[src/rtl/ccff_loader_if.sv]
// ccff_loader_if: byte-stream handshake between the bitstream host and the
// configuration-chain loader.
//   cfg_data  : bitstream byte, shifted into the chain LSB first
//   cfg_valid : host presents a byte
//   cfg_ready : loader accepts the byte in this cycle (valid && ready)
// master = host side, slave = loader side.
interface ccff_loader_if;
    logic [7:0] cfg_data;
    logic       cfg_valid;
    logic       cfg_ready;

    modport master (output cfg_data, output cfg_valid, input cfg_ready);
    modport slave  (input cfg_data, input cfg_valid, output cfg_ready);
endinterface

[src/rtl/ccff_loader.sv]
// ccff_loader: serialises a host byte stream into the CLB configuration chain
// (LOAD), or rotates the chain once through itself while comparing every bit
// leaving ccff_tail against an expected byte stream (VERIFY).
//
// Ports:
//   prog_clk      : programming clock, the only clock
//   pReset        : asynchronous active-high reset
//   cmd_start     : one-cycle start pulse, honoured only in IDLE
//   cmd_verify    : sampled with cmd_start, 0 = LOAD, 1 = VERIFY
//   cmd_abort     : terminate the running operation, no done pulse
//   cfg           : byte handshake (slave side)
//   ccff_head     : serial data into the chain
//   ccff_tail     : serial data out of the chain
//   ccff_shift_en : chain shifts on the next rising edge when 1
//   busy          : operation in progress (LOAD, VERIFY or DONE)
//   done          : one-cycle pulse on normal completion
//   verify_fail   : sticky VERIFY mismatch flag, cleared by cmd_start
//   mismatch_cnt  : saturating VERIFY mismatch count, cleared by cmd_start
//
// state  | meaning
// IDLE   | waiting for cmd_start, chain held
// LOAD   | shifting host bytes into the chain
// VERIFY | rotating the chain and comparing against host bytes
// DONE   | one-cycle completion pulse
module ccff_loader #(
    parameter int CHAIN_LEN = 64,
    parameter int CNT_W     = 16
) (
    input  logic             prog_clk,
    input  logic             pReset,
    input  logic             cmd_start,
    input  logic             cmd_verify,
    input  logic             cmd_abort,
    ccff_loader_if.slave     cfg,
    output logic             ccff_head,
    input  logic             ccff_tail,
    output logic             ccff_shift_en,
    output logic             busy,
    output logic             done,
    output logic             verify_fail,
    output logic [CNT_W-1:0] mismatch_cnt
);
    localparam int REM_W = $clog2(CHAIN_LEN + 1);
    // Common width so rem and sh_n compare correctly even for tiny chains.
    localparam int CMP_W = (REM_W > 4) ? REM_W : 4;

    typedef enum logic [1:0] {IDLE, LOAD, VERIFY, DONE} state_t;

    state_t           state, state_nxt;
    logic [7:0]       sh;
    logic [3:0]       sh_n;
    logic [REM_W-1:0] rem;
    logic             active;
    logic             accept;
    logic             last_shift;
    logic             mismatch;

    assign active        = (state == LOAD) || (state == VERIFY);
    assign ccff_shift_en = active && (sh_n != 4'd0) && (rem != '0);
    // A new byte may land in the same cycle the last held bit shifts out, so
    // consecutive bytes stream without a bubble. Bytes are refused once the
    // remaining chain length is already covered by the held bits.
    assign cfg.cfg_ready = active
                           && ((sh_n == 4'd0) || ((sh_n == 4'd1) && ccff_shift_en))
                           && (CMP_W'(rem) > CMP_W'(sh_n));
    assign accept        = cfg.cfg_valid && cfg.cfg_ready;
    assign last_shift    = ccff_shift_en && (rem == REM_W'(1));
    // Compare uses ccff_tail as seen at the edge that shifts the chain.
    assign mismatch      = (state == VERIFY) && ccff_shift_en && (ccff_tail != sh[0]);

    // In VERIFY the tail loops straight back to the head, so a full pass
    // leaves the chain contents unchanged.
    assign ccff_head = (state == LOAD)   ? sh[0] :
                       (state == VERIFY) ? ccff_tail : 1'b0;
    assign busy      = (state != IDLE);
    assign done      = (state == DONE);

    always_ff @(posedge prog_clk or posedge pReset) begin
        if (pReset) begin
            state <= IDLE;
        end else begin
            state <= state_nxt;
        end
    end

    always_comb begin
        state_nxt = state;
        case (state)
            IDLE: begin
                if (cmd_start) begin
                    state_nxt = cmd_verify ? VERIFY : LOAD;
                end
            end
            LOAD, VERIFY: begin
                if (cmd_abort) begin
                    state_nxt = IDLE;
                end else if (last_shift) begin
                    state_nxt = DONE;
                end
            end
            DONE: begin
                state_nxt = IDLE;
            end
            default: begin
                state_nxt = IDLE;
            end
        endcase
    end

    always_ff @(posedge prog_clk or posedge pReset) begin
        if (pReset) begin
            sh           <= '0;
            sh_n         <= '0;
            rem          <= '0;
            verify_fail  <= 1'b0;
            mismatch_cnt <= '0;
        end else if ((state == IDLE) && cmd_start) begin
            sh_n         <= '0;
            rem          <= REM_W'(CHAIN_LEN);
            verify_fail  <= 1'b0;
            mismatch_cnt <= '0;
        end else if (active) begin
            if (ccff_shift_en) begin
                sh   <= sh >> 1;
                sh_n <= sh_n - 4'd1;
                rem  <= rem - REM_W'(1);
            end
            // Abort wins over a same-cycle handshake; that byte is dropped.
            if (cmd_abort) begin
                sh_n <= '0;
            end else if (accept) begin
                sh   <= cfg.cfg_data;
                sh_n <= 4'd8;
            end
            if (mismatch) begin
                verify_fail <= 1'b1;
                if (mismatch_cnt != '1) begin
                    mismatch_cnt <= mismatch_cnt + CNT_W'(1);
                end
            end
        end
    end
endmodule

[src/flat_wrapper.sv]
// flat-port wrapper written by rule: the top's interface ports become plain ports
module ccff_loader_flat 
#(
    parameter int CHAIN_LEN = 64,
    parameter int CNT_W     = 16
)
  (prog_clk, pReset, cmd_start, cmd_verify, cmd_abort, ccff_head, ccff_tail, ccff_shift_en, busy, done, verify_fail, mismatch_cnt, cfg_cfg_data, cfg_cfg_valid, cfg_cfg_ready);
  ccff_loader_if cfg_i ();
  input  logic prog_clk;
  input  logic pReset;
  input  logic cmd_start;
  input  logic cmd_verify;
  input  logic cmd_abort;
  output logic ccff_head;
  input  logic ccff_tail;
  output logic ccff_shift_en;
  output logic busy;
  output logic done;
  output logic verify_fail;
  output logic [CNT_W-1:0] mismatch_cnt;
  input wire logic [$bits(cfg_i.cfg_data)-1:0] cfg_cfg_data;
  input wire logic [$bits(cfg_i.cfg_valid)-1:0] cfg_cfg_valid;
  output wire logic [$bits(cfg_i.cfg_ready)-1:0] cfg_cfg_ready;
  assign cfg_i.cfg_data = cfg_cfg_data;
  assign cfg_i.cfg_valid = cfg_cfg_valid;
  assign cfg_cfg_ready = cfg_i.cfg_ready;
  ccff_loader #(.CHAIN_LEN(CHAIN_LEN), .CNT_W(CNT_W)) u_core (.prog_clk(prog_clk), .pReset(pReset), .cmd_start(cmd_start), .cmd_verify(cmd_verify), .cmd_abort(cmd_abort), .cfg(cfg_i), .ccff_head(ccff_head), .ccff_tail(ccff_tail), .ccff_shift_en(ccff_shift_en), .busy(busy), .done(done), .verify_fail(verify_fail), .mismatch_cnt(mismatch_cnt));
endmodule
[config.mk]
export PLATFORM = sky130hd
export DESIGN_NAME = ccff_loader_flat
export DESIGN_NICKNAME = d
export VERILOG_FILES = /design/src/rtl/ccff_loader_if.sv /design/src/rtl/ccff_loader.sv /design/src/flat_wrapper.sv
export SDC_FILE = /design/constraint.sdc
export NUM_CORES = 1
export LEC_CHECK = 0
export CAP_MARGIN = 5
export CORE_UTILIZATION = 51
export CTS_BUF_LIST = sky130_fd_sc_hd__clkbuf_2
export DETAILED_ROUTE_END_ITERATION = 8
export PLACE_DENSITY = 0.79
export SYNTH_ARGS = -nofsm -noshare
export SYNTH_HDL_FRONTEND = slang
export SYNTH_SLANG_ARGS = --single-unit
[constraint.sdc]
create_clock -name prog_clk -period 2.44 [get_ports prog_clk]
set_input_delay 0.488 -clock prog_clk [delete_from_list [all_inputs] [get_ports prog_clk]]
set_output_delay 0.488 -clock prog_clk [all_outputs]
set_load 0.1 [all_outputs]
-- Word-level counts from Yosys, hierarchy flattened
Index checks and enable logic that the tools add are counted.
- add/sub/neg operators: 3
- $mul: 0
- divide/modulo/power cells: 0
- $lt $le $gt $ge: 1
- equal/unequal tests: 9
- shift-type cells: 0
- multiplexer cells: 25
- bitwise gates (word level): 1
- reduce and logical (&&, ||, !) cells: 29
- operator list (operator ; number):
    $mux W16 ; 4
    $mux W8 ; 3
    $mux W7 ; 3
    $mux W4 ; 5
    $add A16 B1 Y16 const B ; 1
    $ne A16 B16 Y1 const B ; 1
    $logic_and A1 B1 Y1 ; 10
    $reduce_and A2 Y1 ; 5
    $reduce_bool A2 Y1 ; 5
    $mux W2 ; 4
    $reduce_bool A4 Y1 ; 2
    $eq A7 B1 Y1 const B ; 1
    $gt A7 B4 Y1 ; 1
    $reduce_bool A7 Y1 ; 1
    $sub A7 B1 Y7 const B ; 1
    $pmux W2 S3 ; 1
    $mux W1 ; 5
    $eq A2 B2 Y1 const B ; 2
    $eq A4 B1 Y1 const B ; 1
    $logic_not A4 Y1 ; 1
    $sub A4 B1 Y4 const B ; 1
    $ne A3 B2 Y1 const B ; 1
    $reduce_and A3 Y1 ; 1
    $eq A2 B1 Y1 const B ; 1
    other kinds (6) ; 7
- register bits after elaboration: 38
- bits in latches: 0
- bits in writable memories: 0
- ROM bits: 0
- bits of input ports: 15
- output and inout bits: 22
- logic and storage cells: 74
- memories: 0

-- Longest topological paths before layout
- word-level depth: 13
- gate-level depth with buffers: 9
- gate-level depth less buffers: 8

-- Worst setup path after synthesis
OpenSTA, ideal clock, no wires.
- path type: register -> output
- start point: register u_core.state[0]
- end point: output port ccff_head
- data arrival time: 2842 ps
- required time: 1952 ps
- slack: -890 ps
- cell stages (with the launch flop): 5
- buffers on the path: 0
- path through: dfrtp_1 -> inv_1 -> ha_1 -> nand2_1 -> o21ai_0
- cells in the longest elaborated chain, start to end: 3
- elaborated cells on any way between the ends: 4
- classes of those cells: 2 x eq/ne; 2 x mux
- ends and longest elaborated chain (item ; line ; text):
    start: declaration ; ccff_loader.sv:49 ; state_t state, state_nxt;
    start signal: assignment ; ccff_loader.sv:82 ; state <= state_nxt;
    $eq A2 B2 Y1 ; ccff_loader.sv:74 ; (state == VERIFY) ? ccff_tail : 1'b0;
    $mux W1 ; ccff_loader.sv:74 ;
    $mux W1 * ; ccff_loader.sv:73 ; assign ccff_head = (state == LOAD) ? sh[0] :
    end: declaration ; flat_wrapper.sv:14 ; output logic ccff_head;
Mark *: on every way between the ends. The rest lies on a longest branch, timed or not.

-- Worst setup path after layout
- start point: register u_core.sh_n[1]
- end point: output port cfg_cfg_ready
- cells in the longest elaborated chain, start to end: 7
- elaborated cells on any way between the ends: 10
- classes of those cells: 1 x order compare; 1 x eq/ne; 8 x reduce/logical
- ends and longest elaborated chain (item ; line ; text):
    start: declaration ; ccff_loader.sv:51 ; logic [3:0] sh_n;
    start signal: assignment ; ccff_loader.sv:125 ; sh_n <= sh_n - 4'd1;
    parallel branches: the longest is 6 deep, another holds $gt A7 B4 Y1 ; n/a ;
    $logic_and A1 B1 Y1 * ; ccff_loader.sv:65 ; && (CMP_W'(rem) > CMP_W'(sh_n));
    end: declaration ; flat_wrapper.sv:23 ; output wire logic [$bits(cfg_i.cfg_ready)-1:0] cfg_cfg_ready;
Mark *: on every way between the ends.

==> impl_metrics.py <==
metrics = {
    "floorplan": {
        "rows": 24,
        "io_pins": 37,
        "fp.dieW_um": 71.20,
        "start_util_pct": 54.59,
        "die_area_sq_um": 5069,
        "core_sq_um": 4474,
        "dieHeight_um": 71.20,
    },
    "yosys": {
        "synth_seq_cells": 38,
        "synth_compound_area_share_pct": 18.90,
        "yosys.area_share.xor_xnor_pct": 1.793,
        "synth-warning-count": 0,
        "synth_top_area_cell": "dfrtp_1",
        "syn_nets": 314,
        "avgSynthCellArea_sq_um": 8.600,
        "synthArstFlopShare_pct": 100.0,
        "synth-simple-area-share_pct": 26.59,
        "syn_area_sq_um": 2442,
        "ys.flop_type": "dfrtp_1",
        "yosysSeqAreaShare_pct": 38.93,
        "yosys-mux-area-fraction_pct": 1.691,
        "synth_area_leaders": "dfrtp_1, ha_1, nand2_1",
        "synth_top_family_by_area": "simple AND/OR/NAND/NOR gates",
        "synth_top_area_share_pct": 38.93,
        "synthAdderAreaFrac_pct": 7.684,
        "synth_cells": 284,
        "synth_enable_flop_cells": 0,
        "ys_types": 46,
    },
    "drt": {
        "drt_wl_total_mm": 6.518,
        "firstDrtPassIters": 7,
        "wire_per_inst_um": 16.34,
        "route.detailed.drc": 2,
        "drtAntennaViolNets": 0,
        "first_iter_violations": 187,
        "viasPerCell": 6.128,
        "route.vias.total": 2445,
    },
    "pwr": {
        "seq_power_share_pct": 20.0,
        "clkPwrFrac_pct": 6.3,
        "p_int_mw": 2.321,
        "total_power_mw": 4.691,
        "vdd_drop_max_mv": 0.8426,
        "pwr_density_cell_nw_per_um2": 1451,
        "leakagePower_nw": 1.432,
        "switching_share_pct": 50.52,
        "comb_power_share_pct": 73.7,
        "power_switching_mw": 2.370,
    },
    "grt": {
        "grt_max_degree": 39,
        "grt_pass1_wl_mm": 10.23,
        "grt_pass1_vias": 2237,
        "grt_overflow": 0,
        "antenna_found_initial": 0,
        "grtUsageTotal_pct": 25.84,
    },
    "outcome": {
        "violations": "DRC, setup timing",
        "status": "finished, violations left",
    },
    "timing": {
        "timing.final.crit_share_pct": 102.9,
        "worstMarginPinSlew_ns": 0.6722,
        "clock-skew-final_ns": 0.03637,
        "setup_viol": 2,
        "hold-worst-slack_ns": 0.4515,
        "drv_slew": 0,
        "slew_headroom_pct": 54.03,
        "rsz0062_at_grt": "true",
        "max_freq_ghz": 0.3984,
        "hold_viol": 0,
        "setup_slack_ns": -0.06994,
        "period_minus_slack_ns": 2.510,
    },
    "place": {
        "numPortBuffers": 36,
        "gp_congestion": 0.8183,
        "dp_hpwl_mm": 4.267,
    },
    "worst_setup_path": {
        "rr_worst_depth": 11,
        "cp-end-kind": "output port",
        "r2r-end": "u_core.sh[7]$_DFFE_PP0P_",
        "worstPathRequired_ns": 1.95,
        "crit_fanout": 3,
        "critPathLaunchType": "flip-flop",
        "worstSetupStartpoint": "u_core.sh_n[1]$_DFFE_PP0P_",
        "path_class": "reg -> out",
        "worstPathArrival_ns": 2.02,
        "worstReg2RegStart": "u_core.sh_n[1]$_DFFE_PP0P_",
        "r2r_slack_ns": 0.02,
    },
    "clock_network": {
        "clock_latency_ns": 0.42,
        "cts-buffers-inserted": 5,
        "cts_hold_buf": 0,
        "cts.sinks": 38,
        "clk_transition_reported_paths_ns": 0.23,
        "clockBufferDepth": 2,
        "cts_tree": "done",
        "cts-root-buf": "clkbuf_2",
        "htree_levels": 2,
    },
    "cells_and_area": {
        "finish.utilization_pct": 72.23,
        "n_antenna_cell": 0,
        "final_layout_size_suffix_gt1_share_pct": 26.22,
        "nNetsFinal": 376,
        "area_delta_synth_final_pct": 32.33,
    },
    "job": {
        "cap_violations": 0,
    },
    "hold_path": {
        "holdCritPathClass": "in -> async",
    },
}
-- synthesized netlist by cell type (all sizes together), types with 4 or more instances --
library cell / count
a21oi: 13
a31oi: 4
buf: 4
clkbuf: 7
dfrtp: 38
ha: 15
inv: 17
nand2: 44
nand3: 21
nand4: 5
nor2: 23
o211ai: 12
o21ai: 8
o2bb2ai: 7
o31ai: 4
or3: 9
or4: 7
-- worst max-delay path by stage --
stage | to | slack [ns]
CTS | cfg_cfg_ready | -0.05
floorplan | ccff_head | -0.14
finish | cfg_cfg_ready | -0.07
global placement | u_core.mismatch_cnt[9]$_DFFE_PP0P_ | -0.14
global route | cfg_cfg_ready | -0.15
detailed placement | u_core.mismatch_cnt[11]$_DFFE_PP0P_ | -0.19
-- power by group through the flow --
stage,combinational [mW],clock (mW),sequential (mW)
2_1_floorplan,1.91,0,1.01
3_3_place_gp,2.87,0,0.932
3_5_place_dp,2.93,0,0.943
4_1_cts,3.24,0.299,0.925
5_1_grt,3.73,0.321,0.950
6_report,3.46,0.296,0.937
-- through the flow --
step	cell area (sq um)	setup TNS [ns]	cells	setup WS, ns
6_report	3232	-0.1176	399	-0.06994
5_1_grt	3232	-0.3058	399	-0.1505
4_1_cts	3184	-0.09048	397	-0.05488
3_5_place_dp	2983	-0.8819	379	-0.1915
3_3_place_gp	2983	-0.5641	379	-0.1388
2_1_floorplan	2460	-0.1356	284	-0.1356
-- final cells by class --
class	instances	area, sq um
multi-input cells	218	1499
well taps	52	65.06
flip-flops and latches	38	962.2
inverters	17	63.81
fillers	327	1242
clock inverters	3	16.27
clock buffers	5	25.02
repair buffers	66	600.6
-- flip-flops by register name, summed over array words and instances (netlist names) --
name,count
u_core.mismatch_cnt,16
u_core.rem,7
u_core.sh,8
u_core.sh_n,4
u_core.state,2
u_core.verify_fail,1
-- cell usage in the layout, fill, tap and decap left out, drive strengths merged, types with 3 or more instances in the layout --
cell type      Yosys  final
a21oi             13     13
a31oi              4      4
a41o               3      3
and3               3      3
buf                4     52
clkbuf             7      5
clkdlybuf4s50      0     14
dfrtp             38     38
ha                15     15
inv               17     17
mux2i              3      3
nand2             44     44
nand3             21     21
nand4              5      5
nor2              23     23
nor3               3      3
nor4               3      3
o211ai            12     12
o21ai              8      8
o2bb2ai            7      7
o31ai              4      4
or2                3      3
or3                9      9
or4                7      7
xor2               3      3
-- routing by layer --
metal | part of all wire (%) | GRT usage [%] | vias to the layer above
met5 | 0 | 0 | -
met4 | 3.5 | 9.111 | 0
met3 | 5.1 | 5.128 | 26
met2 | 50 | 43.60 | 87
met1 | 42 | 33.03 | 1171
li1 | - | - | 1161
-- worst max-delay path, stage by stage, from the launching register on --
cell	delay [ns]
dfrtp_1	0.43
inv_2	0.06
buf_6	0.12
ha_4	0.27
nand3_4	0.08
or3_4	0.37
nand3_4	0.09
nor2_4	0.04
buf_12	0.16
-- cells by family (layout without fill, tap and decap cells) --
group	Yosys count	after routing
mux	4	4
xor+xnor	5	5
flops	38	38
buf+inv	28	91
fa+ha+maj	15	15
compound gates	63	63
simple gates	131	131
-- timing repair --
action,CTS,global route
buffers inserted,10,2
setup endpoints to repair,2,2
resized for setup,18,4
pin swaps,5,3
gates cloned,0,0
Note: power is estimated with default switching activity, not from simulation.
